<file path="src/rtl/alu_share_arbiter_if.sv">
// Bundle of requester, ALU and response signals for alu_share_arbiter.
// slave = arbiter side, master = requesters/ALU/consumer side.
interface alu_share_arbiter_if #(
    parameter int XLEN  = 32,
    parameter int CW    = 3,
    parameter int CNT_W = 16
);
    logic            req0_valid;
    logic            req0_ready;
    logic [XLEN-1:0] req0_a;
    logic [XLEN-1:0] req0_b;
    logic [CW-1:0]   req0_ctrl;
    logic            req1_valid;
    logic            req1_ready;
    logic [XLEN-1:0] req1_a;
    logic [XLEN-1:0] req1_b;
    logic [CW-1:0]   req1_ctrl;
    logic [XLEN-1:0] alu_a;
    logic [XLEN-1:0] alu_b;
    logic [CW-1:0]   alu_ctrl;
    logic [XLEN-1:0] alu_result;
    logic            alu_zero;
    logic            rsp_valid;
    logic            rsp_id;
    logic [XLEN-1:0] rsp_result;
    logic            rsp_zero;
    logic            rsp_ready;
    logic            busy;
    logic [CNT_W-1:0] grant_cnt0;
    logic [CNT_W-1:0] grant_cnt1;

    modport slave (
        input  req0_valid, req0_a, req0_b, req0_ctrl,
        input  req1_valid, req1_a, req1_b, req1_ctrl,
        input  alu_result, alu_zero, rsp_ready,
        output req0_ready, req1_ready,
        output alu_a, alu_b, alu_ctrl,
        output rsp_valid, rsp_id, rsp_result, rsp_zero,
        output busy, grant_cnt0, grant_cnt1
    );

    modport master (
        output req0_valid, req0_a, req0_b, req0_ctrl,
        output req1_valid, req1_a, req1_b, req1_ctrl,
        output alu_result, alu_zero, rsp_ready,
        input  req0_ready, req1_ready,
        input  alu_a, alu_b, alu_ctrl,
        input  rsp_valid, rsp_id, rsp_result, rsp_zero,
        input  busy, grant_cnt0, grant_cnt1
    );
endinterface

</file>
<file path="src/rtl/alu_share_arbiter.sv">
// Round-robin share of one combinational ALU between two requesters.
// Define ALU_ARB_STATS_EN to build the saturating grant counters.
module alu_share_arbiter #(
    parameter int XLEN  = 32,
    parameter int CW    = 3,
    parameter int CNT_W = 16
) (
    input logic clk,
    input logic reset,
    alu_share_arbiter_if.slave bus
);
    localparam logic [1:0] IDLE = 2'd0;
    localparam logic [1:0] EXEC = 2'd1;
    localparam logic [1:0] RESP = 2'd2;

    logic [1:0]      state_q;
    logic            last_q;
    logic            gnt0;
    logic            gnt1;
    logic [XLEN-1:0] a_q;
    logic [XLEN-1:0] b_q;
    logic [CW-1:0]   ctrl_q;
    logic            vld_q;
    logic            id_q;
    logic [XLEN-1:0] res_q;
    logic            zero_q;
    logic [CNT_W-1:0] cnt0_q;
    logic [CNT_W-1:0] cnt1_q;

    // Grant at most one port in IDLE; a tie goes to the port not served last.
    always_comb begin
        gnt0 = 1'b0;
        gnt1 = 1'b0;
        if (state_q == IDLE) begin
            if (bus.req0_valid && (!bus.req1_valid || last_q))
                gnt0 = 1'b1;
            else if (bus.req1_valid)
                gnt1 = 1'b1;
        end
    end

    // Sequencer: latch operands on grant, capture the ALU, hold the response.
    always_ff @(posedge clk or posedge reset) begin
        if (reset) begin
            state_q <= IDLE;
            last_q  <= 1'b1;
            a_q     <= '0;
            b_q     <= '0;
            ctrl_q  <= '0;
            vld_q   <= 1'b0;
            id_q    <= 1'b0;
            res_q   <= '0;
            zero_q  <= 1'b0;
        end else begin
            case (state_q)
                IDLE: begin
                    if (gnt0) begin
                        a_q     <= bus.req0_a;
                        b_q     <= bus.req0_b;
                        ctrl_q  <= bus.req0_ctrl;
                        last_q  <= 1'b0;
                        state_q <= EXEC;
                    end else if (gnt1) begin
                        a_q     <= bus.req1_a;
                        b_q     <= bus.req1_b;
                        ctrl_q  <= bus.req1_ctrl;
                        last_q  <= 1'b1;
                        state_q <= EXEC;
                    end
                end
                EXEC: begin
                    res_q   <= bus.alu_result;
                    zero_q  <= bus.alu_zero;
                    id_q    <= last_q;
                    vld_q   <= 1'b1;
                    state_q <= RESP;
                end
                RESP: begin
                    if (bus.rsp_ready) begin
                        vld_q   <= 1'b0;
                        state_q <= IDLE;
                    end
                end
                default: state_q <= IDLE;
            endcase
        end
    end

`ifdef ALU_ARB_STATS_EN
    // Per-port grant counters that stick at all-ones instead of wrapping.
    always_ff @(posedge clk or posedge reset) begin
        if (reset) begin
            cnt0_q <= '0;
            cnt1_q <= '0;
        end else begin
            if (gnt0 && (cnt0_q != {CNT_W{1'b1}}))
                cnt0_q <= cnt0_q + CNT_W'(1);
            if (gnt1 && (cnt1_q != {CNT_W{1'b1}}))
                cnt1_q <= cnt1_q + CNT_W'(1);
        end
    end
`else
    assign cnt0_q = '0;
    assign cnt1_q = '0;
`endif

    assign bus.req0_ready = gnt0;
    assign bus.req1_ready = gnt1;
    assign bus.alu_a      = a_q;
    assign bus.alu_b      = b_q;
    assign bus.alu_ctrl   = ctrl_q;
    assign bus.rsp_valid  = vld_q;
    assign bus.rsp_id     = id_q;
    assign bus.rsp_result = res_q;
    assign bus.rsp_zero   = zero_q;
    assign bus.busy       = (state_q != IDLE);
    assign bus.grant_cnt0 = cnt0_q;
    assign bus.grant_cnt1 = cnt1_q;
endmodule
</file>
<file path="src/flat_wrapper.sv">
// flat-port wrapper written by rule: the top's interface ports become plain ports
module alu_share_arbiter_flat 
#(
    parameter int XLEN  = 32,
    parameter int CW    = 3,
    parameter int CNT_W = 16
)
  (clk, reset, bus_req0_valid, bus_req0_a, bus_req0_b, bus_req0_ctrl, bus_req1_valid, bus_req1_a, bus_req1_b, bus_req1_ctrl, bus_alu_result, bus_alu_zero, bus_rsp_ready, bus_req0_ready, bus_req1_ready, bus_alu_a, bus_alu_b, bus_alu_ctrl, bus_rsp_valid, bus_rsp_id, bus_rsp_result, bus_rsp_zero, bus_busy, bus_grant_cnt0, bus_grant_cnt1);
  alu_share_arbiter_if #(.XLEN(XLEN), .CW(CW), .CNT_W(CNT_W)) bus_i ();
  input logic clk;
  input logic reset;
  input wire logic [$bits(bus_i.req0_valid)-1:0] bus_req0_valid;
  input wire logic [$bits(bus_i.req0_a)-1:0] bus_req0_a;
  input wire logic [$bits(bus_i.req0_b)-1:0] bus_req0_b;
  input wire logic [$bits(bus_i.req0_ctrl)-1:0] bus_req0_ctrl;
  input wire logic [$bits(bus_i.req1_valid)-1:0] bus_req1_valid;
  input wire logic [$bits(bus_i.req1_a)-1:0] bus_req1_a;
  input wire logic [$bits(bus_i.req1_b)-1:0] bus_req1_b;
  input wire logic [$bits(bus_i.req1_ctrl)-1:0] bus_req1_ctrl;
  input wire logic [$bits(bus_i.alu_result)-1:0] bus_alu_result;
  input wire logic [$bits(bus_i.alu_zero)-1:0] bus_alu_zero;
  input wire logic [$bits(bus_i.rsp_ready)-1:0] bus_rsp_ready;
  output wire logic [$bits(bus_i.req0_ready)-1:0] bus_req0_ready;
  output wire logic [$bits(bus_i.req1_ready)-1:0] bus_req1_ready;
  output wire logic [$bits(bus_i.alu_a)-1:0] bus_alu_a;
  output wire logic [$bits(bus_i.alu_b)-1:0] bus_alu_b;
  output wire logic [$bits(bus_i.alu_ctrl)-1:0] bus_alu_ctrl;
  output wire logic [$bits(bus_i.rsp_valid)-1:0] bus_rsp_valid;
  output wire logic [$bits(bus_i.rsp_id)-1:0] bus_rsp_id;
  output wire logic [$bits(bus_i.rsp_result)-1:0] bus_rsp_result;
  output wire logic [$bits(bus_i.rsp_zero)-1:0] bus_rsp_zero;
  output wire logic [$bits(bus_i.busy)-1:0] bus_busy;
  output wire logic [$bits(bus_i.grant_cnt0)-1:0] bus_grant_cnt0;
  output wire logic [$bits(bus_i.grant_cnt1)-1:0] bus_grant_cnt1;
  assign bus_i.req0_valid = bus_req0_valid;
  assign bus_i.req0_a = bus_req0_a;
  assign bus_i.req0_b = bus_req0_b;
  assign bus_i.req0_ctrl = bus_req0_ctrl;
  assign bus_i.req1_valid = bus_req1_valid;
  assign bus_i.req1_a = bus_req1_a;
  assign bus_i.req1_b = bus_req1_b;
  assign bus_i.req1_ctrl = bus_req1_ctrl;
  assign bus_i.alu_result = bus_alu_result;
  assign bus_i.alu_zero = bus_alu_zero;
  assign bus_i.rsp_ready = bus_rsp_ready;
  assign bus_req0_ready = bus_i.req0_ready;
  assign bus_req1_ready = bus_i.req1_ready;
  assign bus_alu_a = bus_i.alu_a;
  assign bus_alu_b = bus_i.alu_b;
  assign bus_alu_ctrl = bus_i.alu_ctrl;
  assign bus_rsp_valid = bus_i.rsp_valid;
  assign bus_rsp_id = bus_i.rsp_id;
  assign bus_rsp_result = bus_i.rsp_result;
  assign bus_rsp_zero = bus_i.rsp_zero;
  assign bus_busy = bus_i.busy;
  assign bus_grant_cnt0 = bus_i.grant_cnt0;
  assign bus_grant_cnt1 = bus_i.grant_cnt1;
  alu_share_arbiter #(.XLEN(XLEN), .CW(CW), .CNT_W(CNT_W)) u_core (.clk(clk), .reset(reset), .bus(bus_i));
endmodule
</file>
<file path="config.mk">
export PLATFORM = sky130hd
export DESIGN_NAME = alu_share_arbiter_flat
export DESIGN_NICKNAME = d
export VERILOG_FILES = /design/src/rtl/alu_share_arbiter_if.sv /design/src/rtl/alu_share_arbiter.sv /design/src/flat_wrapper.sv
export SDC_FILE = /design/constraint.sdc
export NUM_CORES = 1
export LEC_CHECK = 0
export BUFFER_PORTS_ARGS = -buffer_cell sky130_fd_sc_hd__buf_2
export CAP_MARGIN = 20
export CORE_AREA = 2 2 119 121
export CTS_CLUSTER_DIAMETER = 100
export DETAILED_ROUTE_END_ITERATION = 6
export DIE_AREA = 0 0 121 123
export GPL_ROUTABILITY_DRIVEN = 0
export PLACE_DENSITY = 0.74
export REMOVE_ABC_BUFFERS = 1
export SKIP_CTS_REPAIR_TIMING = 1
export SLEW_MARGIN = 5
export SYNTH_ARGS = -nofsm -noshare
export SYNTH_HDL_FRONTEND = slang
export SYNTH_SLANG_ARGS = --single-unit
</file>
<file path="constraint.sdc">
create_clock -name clk -period 5.26 [get_ports clk]
set_input_delay 0.263 -clock clk [delete_from_list [all_inputs] [get_ports clk]]
set_output_delay 0.263 -clock clk [all_outputs]
set_load 0.01 [all_outputs]
</file>
==> results.ini, run 1 <==
[synthesis]
synthCells = 342
synth.avg_cell_area_um2 = 14.7
synth.distinct_cells = 20
yosysWarnings = 0
yosysSeqAreaShare_pct = 52.2
ys_ff_latch = 105
syn-cell-area_mm2 = 0.00504

[timing]
timing.setup.tns_ps = 0
fin_crit_ps = 2520
rsz0062_at_grt = no
setup_viol = 0
skew_ps = 12.9
tightest_slew_ps = 987
final-hold-violation-count = 12
fmax_ghz = 0.396
slew_headroom_pct = 34.2
slew_viol_final = 0
post-route-period-util_pct = 48.0
hold_ws_ps = -25.6

[power_and_ir_drop]
ir_drop_v = 0.000322
finalPower_mw = 4.04
p_leak_nw = 3.38
powerDensity_mw_per_mm2 = 597

[floorplan]
die_w_um = 121
fp-row-count = 43
coreArea_mm2 = 0.0136
fp.dieH_um = 123
die_area_mm2 = 0.0149
start_util_pct = 37.0
pin_count = 309

[critical_path]
r2r_cells = 3
timing.critical_path.required_ps = 5000
crit_type = reg -> out
cp_max_fo = 70
cp.arrival_ps = 2260
worstSetupEndpointType = output pin
critPathLaunchType = register

[clock_network]
clk_pin_slew_ps = 80
root_buffer = clkbuf_16
max-clock-path-buffers = 2
clk_latency_ps = 350
cts_max_level = 3
cts_tree = yes
cts.sinks = 105
cts_buffers = 9

[placement]
port_buffers = 276
dp_hpwl_um = 9260
placed_cells = 783

[route]
drt-pass1-iter-count = 4
routed_via_density = 4.54
wl_per_cell_um = 14.9
wirelength_um = 11900
dr_total_vias = 3622
ant_nets = 0
drtIter0Drc = 82
drc_errors = 0

[cells_and_area]
layout.cells.most_common_list = buf_2, mux2_2, dfrtp_1
final_layout_size_suffix_gt1_share_pct = 75.9
n_antenna_cell = 0
fin_cells = 798
syn_to_final_growth_pct = 34.4
fin_util_pct = 49.7
final_common_cell = buf_2
nNetsFinal = 786

[grt]
grt-ovfl-total = 0
grt_pass1_vias = 3646
grt_util_all_layers_pct = 15.5
grt_max_degree = 71
grt_antenna_before_repair = 0
grt_pass1_wl_um = 17900

[outcome]
violations = hold timing
status = complete, but fails checks

[job]
drv_cap = 0

[worst_hold_path]
hp-class = in -> async

==> worst paths after layout <==
check                                                 startpoint                                    end  slack (ps)
max reg2reg                        u_core.state_q[1]$_DFFE_PP0P_       u_core.bus.alu_b[19]$_DFFE_PP0P_        2990
min in group clk                              bus_alu_result[13]  u_core.bus.rsp_result[13]$_DFFE_PP0P_         140
min reg2reg                u_core.bus.rsp_result[11]$_DFFE_PP0P_  u_core.bus.rsp_result[11]$_DFFE_PP0P_         500
max                                u_core.state_q[1]$_DFFE_PP0P_                         bus_req0_ready        2740
max in group asynchronous                                  reset       u_core.bus.alu_a[27]$_DFFE_PP0P_        4120
min                                                        reset       u_core.bus.alu_b[31]$_DFFE_PP0P_         -30
==> logic make-up after synthesis <==
group | share of synthesized area [%]
muxes | 39.0
DFF | 52.2
buffers and inverters | 7.20
and+or+nand+nor | 1.17
AOI/OAI and AO/OA | 0.447
other | 0.0744
==> report_power, final <==
| part | internal, mW | leakage [nW] | switching (mW) |
|---|---|---|---|
| clock network | 0.375 | 0.146 | 0.310 |
| logic | 1.10 | 2.00 | 0.796 |
| registers | 1.23 | 1.23 | 0.227 |
| total | 2.71 | 3.38 | 1.33 |
==> critical path, stage by stage (launching register included) <==
cell and delay (ps):
dfrtp_1 460, nor2_1 290, nand3_4 740, inv_1 190
buf_2 160
==> through the flow <==
stage / instance area, um2 / worst slack [ps]
2_1_floorplan: 4810 / 905
3_3_place_gp: 6470 / 3020
3_5_place_dp: 6470 / 2970
4_1_cts: 6770 / 2700
5_1_grt: 6770 / 2550
6_report: 6770 / 2740
==> cell type report <==
type                       count  area (um2)
tap                          180         225
multi-input combinational    214        2190
clock buffer                   9         225
fill                        1180        6840
clock inverter                 6        77.6
sequential                   105        2630
inverter                       4        17.5
timing repair buffer         280        1410
==> flip-flops by register name, summed over array words and instances, names as in the netlist <==
register and flops:
u_core.bus.rsp_valid 1, u_core.bus.alu_a 32, u_core.bus.alu_b 32, u_core.last_q 1
u_core.state_q 2, u_core.bus.alu_ctrl 3, u_core.bus.rsp_id 1, u_core.bus.rsp_result 32
u_core.bus.rsp_zero 1
==> metal layers <==
| metal | global-route usage, % | part of all wire, % | vias to the layer above |
|---|---|---|---|
| met5 | 0 | 0 | - |
| met4 | 6.32 | 1.6 | 0 |
| met3 | 4.75 | 9.7 | 14 |
| met2 | 27.8 | 52 | 192 |
| met1 | 17.1 | 37 | 1740 |
| li1 | - | - | 1676 |
==> cells in the mapped netlist <==
library cell	number	area, um2
buf_1	1	3.75
mux2_4	19	285
a21oi_1	3	15.0
conb_1	1	3.75
mux2_2	149	1680
or2_2	1	6.26
nand2b_1	1	6.26
nand3_1	1	5.00
nor3b_1	1	7.51
dfrtp_1	104	2600
buf_4	32	240
buf_2	14	70.1
nand2_1	3	11.3
nor3b_2	1	12.5
o21a_1	1	7.51
buf_6	3	33.8
inv_1	4	15.0
nor2b_1	1	6.26
nor2_1	1	3.75
dfstp_2	1	26.3
Power figures use the tool's default switching activity.
==> run 2, diff against run 1 <==
--- a/config.mk
+++ b/config.mk
@@ -7,12 +7,13 @@
 export LEC_CHECK = 0
 export BUFFER_PORTS_ARGS = -buffer_cell sky130_fd_sc_hd__buf_2
 export CAP_MARGIN = 20
-export CORE_AREA = 2 2 119 121
+export CORE_ASPECT_RATIO = 0.75
+export CORE_MARGIN = 1
+export CORE_UTILIZATION = 39
 export CTS_CLUSTER_DIAMETER = 100
 export DETAILED_ROUTE_END_ITERATION = 6
-export DIE_AREA = 0 0 121 123
 export GPL_ROUTABILITY_DRIVEN = 0
-export PLACE_DENSITY = 0.74
+export PLACE_DENSITY = 0.8
 export REMOVE_ABC_BUFFERS = 1
 export SKIP_CTS_REPAIR_TIMING = 1
 export SLEW_MARGIN = 5
==> constraint.sdc (replaced) <==
create_clock -name clk -period 2.1 [get_ports clk]
set_input_delay 0.105 -clock clk [delete_from_list [all_inputs] [get_ports clk]]
set_output_delay 0.105 -clock clk [all_outputs]
set_load 0.01 [all_outputs]
==> run 2 against run 1 <==
  * The flow still finishes with violations (hold timing)
  * Via count up 10%
  * Sequential power rose to 2.5 times the previous value
  * Core utilization grew 12 points
  * Clock-buffer cell count unchanged
  * Global-route usage increased by 2.8 points
==> results.ini, run 2 (same netlist as run 1, synthesis figures left out) <==
[power_and_ir_drop]
p_leak_nw = 3.77  ; was 3.38 nW
powerDensity_mw_per_mm2 = 1360  ; was 597 mW/mm2
ir_drop_v = 0.000732  ; was 0.000322 V

[cells_and_area]
nNetsFinal = 873  ; was 786
final_common_cell = buf_2  ; unchanged
fin_cells = 872  ; was 798
layout.cells.most_common_list = buf_2, mux2_2, dfrtp_1  ; unchanged
multi_input_area_mm2 = 0.00219  ; unchanged
final_layout_size_suffix_gt1_share_pct = 67.0  ; was 75.9%
seqCellArea_mm2 = 0.00263  ; unchanged
n_antenna_cell = 0  ; unchanged
syn_to_final_growth_pct = 52.4  ; was 34.4%
fill_cells = 951  ; was 1180
fin_util_pct = 61.7  ; was 49.7%

[timing]
worst_slack_ps = 74.5  ; was 2740 ps
hold_ws_ps = -4.12  ; was -25.6 ps
final-hold-violation-count = 1  ; was 12
post-route-period-util_pct = 96.5
fmax_ghz = 0.494
fin_crit_ps = 2030
skew_ps = 11.3  ; was 12.9 ps
setup_viol = 0  ; unchanged
slew_viol_final = 0  ; unchanged

[critical_path]
startpoint = u_core.state_q[1]$_DFFE_PP0P_  ; unchanged
r2r_start = u_core.state_q[1]$_DFFE_PP0P_  ; unchanged
timing.critical_path.required_ps = 2000  ; was 5000 ps
r2r_cells = 4  ; was 3
critPathLaunchType = register  ; unchanged
cp_max_fo = 25  ; was 70
r2r_end = u_core.bus.alu_a[4]$_DFFE_PP0P_  ; was u_core.bus.alu_b[19]$_DFFE_PP0P_
cp.arrival_ps = 1920  ; was 2260 ps
crit_type = reg -> out  ; unchanged
r2r_slack_ps = 260  ; was 2990 ps
worstSetupEndpointType = output pin  ; unchanged

[grt]
grt_antenna_before_repair = 0  ; unchanged
grt_pass1_wl_um = 19100  ; was 17900 um
grt_util_all_layers_pct = 18.3  ; was 15.5%
grt_pass1_vias = 3802  ; was 3646
grt-ovfl-total = 0  ; unchanged
grt_max_degree = 60  ; was 71

[outcome]
status = complete, but fails checks  ; unchanged
violations = hold timing  ; unchanged

[route]
routed_via_density = 4.58  ; was 4.54
wirelength_um = 14200  ; was 11900 um
wl_per_cell_um = 16.2  ; was 14.9 um
drc_errors = 0  ; unchanged
ant_nets = 0  ; unchanged
drtIter0Drc = 76  ; was 82
drt-pass1-iter-count = 4  ; unchanged
dr_total_vias = 3991  ; was 3622

[clock_network]
max-clock-path-buffers = 2  ; unchanged
cts_buffers = 9  ; unchanged
clk_pin_slew_ps = 80  ; about the same
cts_tree = yes  ; unchanged
cts.sinks = 105  ; unchanged
cts_max_level = 3  ; unchanged
clk_latency_ps = 350  ; about the same
root_buffer = clkbuf_16  ; unchanged

[placement]
dp_hpwl_um = 9550  ; was 9260 um
port_buffers = 276  ; unchanged
place_ws_ps = 288  ; was 2970 ps
placed_cells = 772  ; was 783

[worst_hold_path]
hp-class = in -> reg  ; was in -> async
hold_depth = 2
min_from = bus_req0_b[12]
min_to = u_core.bus.alu_b[12]$_DFFE_PP0P_

[floorplan]
coreArea_mm2 = 0.0124  ; was 0.0136 mm2
die_area_mm2 = 0.0134  ; was 0.0149 mm2
die_w_um = 133  ; was 121 um
pin_count = 309  ; unchanged
start_util_pct = 40.5  ; was 37.0%
fp.dieH_um = 100  ; was 123 um
fp-row-count = 35  ; was 43

[job]
drv_cap = 0  ; unchanged

run 2: final cells by class:
| cell class | count | area share [%] |
|---|---|---|
| Clock buffer | 9 | 2.93 |
| Clock inverter | 7 | 0.994 |
| Inverter | 4 | 0.228 |
| Multi-Input combinational cell | 214 | 28.5 |
| Sequential cell | 105 | 34.2 |
| Tap cell | 166 | 2.70 |
| Timing Repair Buffer | 367 | 30.4 |
run 2: worst max-delay path by stage:
stage / slack (ps) / cells past startpoint / end
after floorplan: -2260 / 3 / u_core.bus.alu_a[0]$_DFFE_PP0P_
after global placement: 340 / 4 / u_core.bus.alu_a[1]$_DFFE_PP0P_
after detailed placement: 290 / 4 / u_core.bus.alu_b[14]$_DFFE_PP0P_
after CTS: 80 / 5 / bus_req0_ready
after global routing: -40 / 5 / bus_req0_ready
final: 70 / 5 / bus_req0_ready
run 2: through the flow:
step | total power, mW | hold WS, ps | setup TNS (ps) | area [um2]
after floorplan | 6.88 | 236 | -245480 | 4810
after global placement | 8.39 | 67.9 | 0 | 6540
after detailed placement | 8.64 | 72.1 | 0 | 6540
after CTS | 10.4 | -311 | 0 | 6840
after global routing | 11.1 | -1.10 | -38.5 | 7680
final | 10.5 | -4.12 | 0 | 7680
run 2: power breakdown:
group / internal [mW] / total, mW / switching, mW
Combinational: 2.92 / 5.10 / 2.18
Clock: 0.852 / 1.69 / 0.834
Sequential: 3.09 / 3.68 / 0.588
run 2: worst max-delay path: stages (launching register included):
cell	delay [ps]
dfrtp_1	460
nor2_1	290
nand3_4	320
buf_12	280
inv_1	80
buf_2	130
run 2: per-layer routing:
layer  track usage (%)  part of all wire (%)  up-vias  wire length [um]
met4              4.28                   1.4        0               195
li1                  -                     -     1861                 -
met3              5.40                   6.4       18               899
met5                 0                     0        -                 0
met2              33.6                    54      170              7620
met1              20.9                    38     1942              5440
==> run 3, diff against run 2 <==
--- a/config.mk
+++ b/config.mk
@@ -5,6 +5,7 @@
 export SDC_FILE = /design/constraint.sdc
 export NUM_CORES = 1
 export LEC_CHECK = 0
+export ABC_CLOCK_PERIOD_IN_PS = 1740
 export BUFFER_PORTS_ARGS = -buffer_cell sky130_fd_sc_hd__buf_2
 export CAP_MARGIN = 20
 export CORE_ASPECT_RATIO = 0.75
@@ -14,6 +15,7 @@
 export DETAILED_ROUTE_END_ITERATION = 6
 export GPL_ROUTABILITY_DRIVEN = 0
 export PLACE_DENSITY = 0.8
+export RECOVER_POWER = 100
 export REMOVE_ABC_BUFFERS = 1
 export SKIP_CTS_REPAIR_TIMING = 1
 export SLEW_MARGIN = 5
==> constraint.sdc (replaced) <==
create_clock -name clk -period 1.74 [get_ports clk]
set_input_delay 0.087 -clock clk [delete_from_list [all_inputs] [get_ports clk]]
set_output_delay 0.087 -clock clk [all_outputs]
set_load 0.01 [all_outputs]
==> run 3 against run 2 <==
  * The flow now finishes without violations
  * Wire length grew 5.2%
  * Non-clock buffer count rose by 27
  * Total power grew 21%
  * Combinational power increased by 17%
  * Cell count increased by 3.1%
  * Critical path type is now reg -> reg
==> results.ini, run 3 (same netlist as run 1, synthesis figures left out) <==
[outcome]
status = finished, final reports clean  ; was complete, but fails checks

[timing]
timing.setup.tns_ps = 0  ; unchanged
post-route-period-util_pct = 99.5
fmax_ghz = 0.578
fin_crit_ps = 1730
skew_ps = 11.3  ; about the same
setup_viol = 0  ; unchanged
slew_viol_final = 0  ; unchanged
slew_headroom_pct = 47.5
tightest_slew_ps = 786
final-hold-violation-count = 0  ; was 1
rsz0062_at_grt = yes

[cells_and_area]
nNetsFinal = 900  ; was 873
final_layout_size_suffix_gt1_share_pct = 51.4  ; was 67.0%
fin_cells = 899  ; was 872
n_antenna_cell = 0  ; unchanged
syn_to_final_growth_pct = 54.9  ; was 52.4%
final_common_cell = buf_2  ; unchanged
layout.cells.most_common_list = buf_2, mux2_2, dfrtp_1  ; unchanged

[grt]
grt_util_all_layers_pct = 18.4  ; was 18.3%
grt_max_degree = 41  ; was 60
grt_pass1_wl_um = 19000  ; was 19100 um
grt_antenna_before_repair = 0  ; unchanged
grt_pass1_vias = 3822  ; was 3802
grt-ovfl-total = 0  ; unchanged

[route]
drc_errors = 0  ; unchanged
dr_total_vias = 4105  ; was 3991
ant_nets = 0  ; unchanged
wirelength_um = 14900  ; was 14200 um
drtIter0Drc = 70  ; was 76
routed_via_density = 4.57  ; was 4.58
wl_per_cell_um = 16.6  ; was 16.2 um
drt-pass1-iter-count = 4  ; unchanged

[critical_path]
crit_type = reg -> reg  ; was reg -> out
cp_top_family = multiplexers  ; was simple AND/OR/NAND/NOR gates
timing.critical_path.required_ps = 1970  ; was 2000 ps
critPathLaunchType = register  ; unchanged
cp.arrival_ps = 1960  ; was 1920 ps
slowest_delay_ps = 410  ; was 460 ps
worstPathCellList = nor3b_4 -> buf_4 -> buf_12 -> mux2_2 -> mux2_2  ; was nor2_1 -> nand3_4 -> buf_12 -> inv_1 -> buf_2
crit_top_cell = mux2_2
cp_max_fo = 16  ; was 25
slowest_stage = dfrtp_1  ; unchanged
worstSetupEndpointType = register  ; was output pin
crit_buf_inv = 2  ; was 3
critical_path_depth = 5  ; unchanged
r2r_cells = 5  ; was 4

[floorplan]
fp-row-count = 35  ; unchanged
die_w_um = 133  ; unchanged
die_area_mm2 = 0.0134  ; unchanged
pin_count = 309  ; unchanged
coreArea_mm2 = 0.0124  ; unchanged
fp.dieH_um = 100  ; unchanged
start_util_pct = 40.5  ; unchanged

[clock_network]
cts_max_level = 3  ; unchanged
cts_tree = yes  ; unchanged
clk_pin_slew_ps = 80  ; about the same
root_buffer = clkbuf_16  ; unchanged
clk_latency_ps = 350  ; about the same
cts.sinks = 105  ; unchanged
cts_buffers = 9  ; unchanged
max-clock-path-buffers = 2  ; unchanged

[worst_hold_path]
hp-class = in -> reg  ; unchanged
hold_depth = 3  ; was 2

[power_and_ir_drop]
ir_drop_v = 0.000947  ; was 0.000732 V
p_leak_nw = 3.59  ; was 3.77 nW
powerDensity_mw_per_mm2 = 1620  ; was 1360 mW/mm2

[placement]
dp_hpwl_um = 9830  ; was 9550 um
port_buffers = 276  ; unchanged
placed_cells = 781  ; was 772

[job]
drv_cap = 0  ; unchanged

## run 3: changes by cell type in the layout (fill, tap and decap cells not counted), sizes merged
cell,delta
bufinv,+1
dlygate4sd3,+17
clkbuf,+108
buf,-98
inv,-3
clkinv,+2
## run 3: layout make-up
class | count | area (um2)
Inverter | 4 | 15.0
Timing Repair Buffer | 394 | 2440
Multi-Input combinational cell | 214 | 2180
Clock inverter | 7 | 108
Tap cell | 166 | 208
Clock buffer | 9 | 225
Sequential cell | 105 | 2630
Fill cell | 997 | 4630
## run 3: worst paths after layout
check,start,end,slack (ps)
max in group asynchronous,reset,u_core.bus.rsp_result[0]$_DFFE_PP0P_,260
worst min-delay path,bus_req1_valid,u_core.state_q[0]$_DFFE_PP0P_,5
worst max register to register,u_core.state_q[0]$_DFFE_PP0P_,u_core.bus.alu_b[9]$_DFFE_PP0P_,9
worst min register to register,u_core.bus.rsp_result[7]$_DFFE_PP0P_,u_core.bus.rsp_result[7]$_DFFE_PP0P_,510
min in group asynchronous,reset,u_core.bus.alu_a[17]$_DFFE_PP0P_,420
worst max-delay path,u_core.state_q[0]$_DFFE_PP0P_,u_core.bus.alu_b[9]$_DFFE_PP0P_,9
## run 3: metal layers
| metal | wire length (um) | global-route usage, % | part of all wire [%] |
|---|---|---|---|
| met1 | 5660 | 21.5 | 38 |
| met4 | 267 | 5.24 | 1.8 |
| met3 | 881 | 5.00 | 5.9 |
| met2 | 8090 | 33.1 | 54 |
| met5 | 0 | 0 | 0 |
## run 3: worst register-to-register path, delay by kind of cell (launching register included)
kind / cells / cell delay (ps)
multiplexers: 2 / 630
flip-flops: 1 / 410
buffers and inverters: 2 / 360
AND/OR/NAND/NOR: 1 / 210
## run 3: where the power goes
group / switching (mW) / internal [mW] / total, mW
clock network: 1.03 / 1.17 / 2.21
logic: 2.70 / 3.28 / 5.98
registers: 0.737 / 3.73 / 4.47
## run 3: stage by stage
step	setup slack, ps	power [mW]	area, um2	utilization (%)	hold WS [ps]
floorplan	-2620	8.30	4810	-	218
global placement	70.8	10.3	6640	53.4	156
detailed placement	31.1	10.6	6640	53.4	166
CTS	-60.6	12.8	6970	56.1	-217
global route	-32.9	13.4	7800	62.8	16.3
finish	9.38	12.7	7800	62.8	4.55
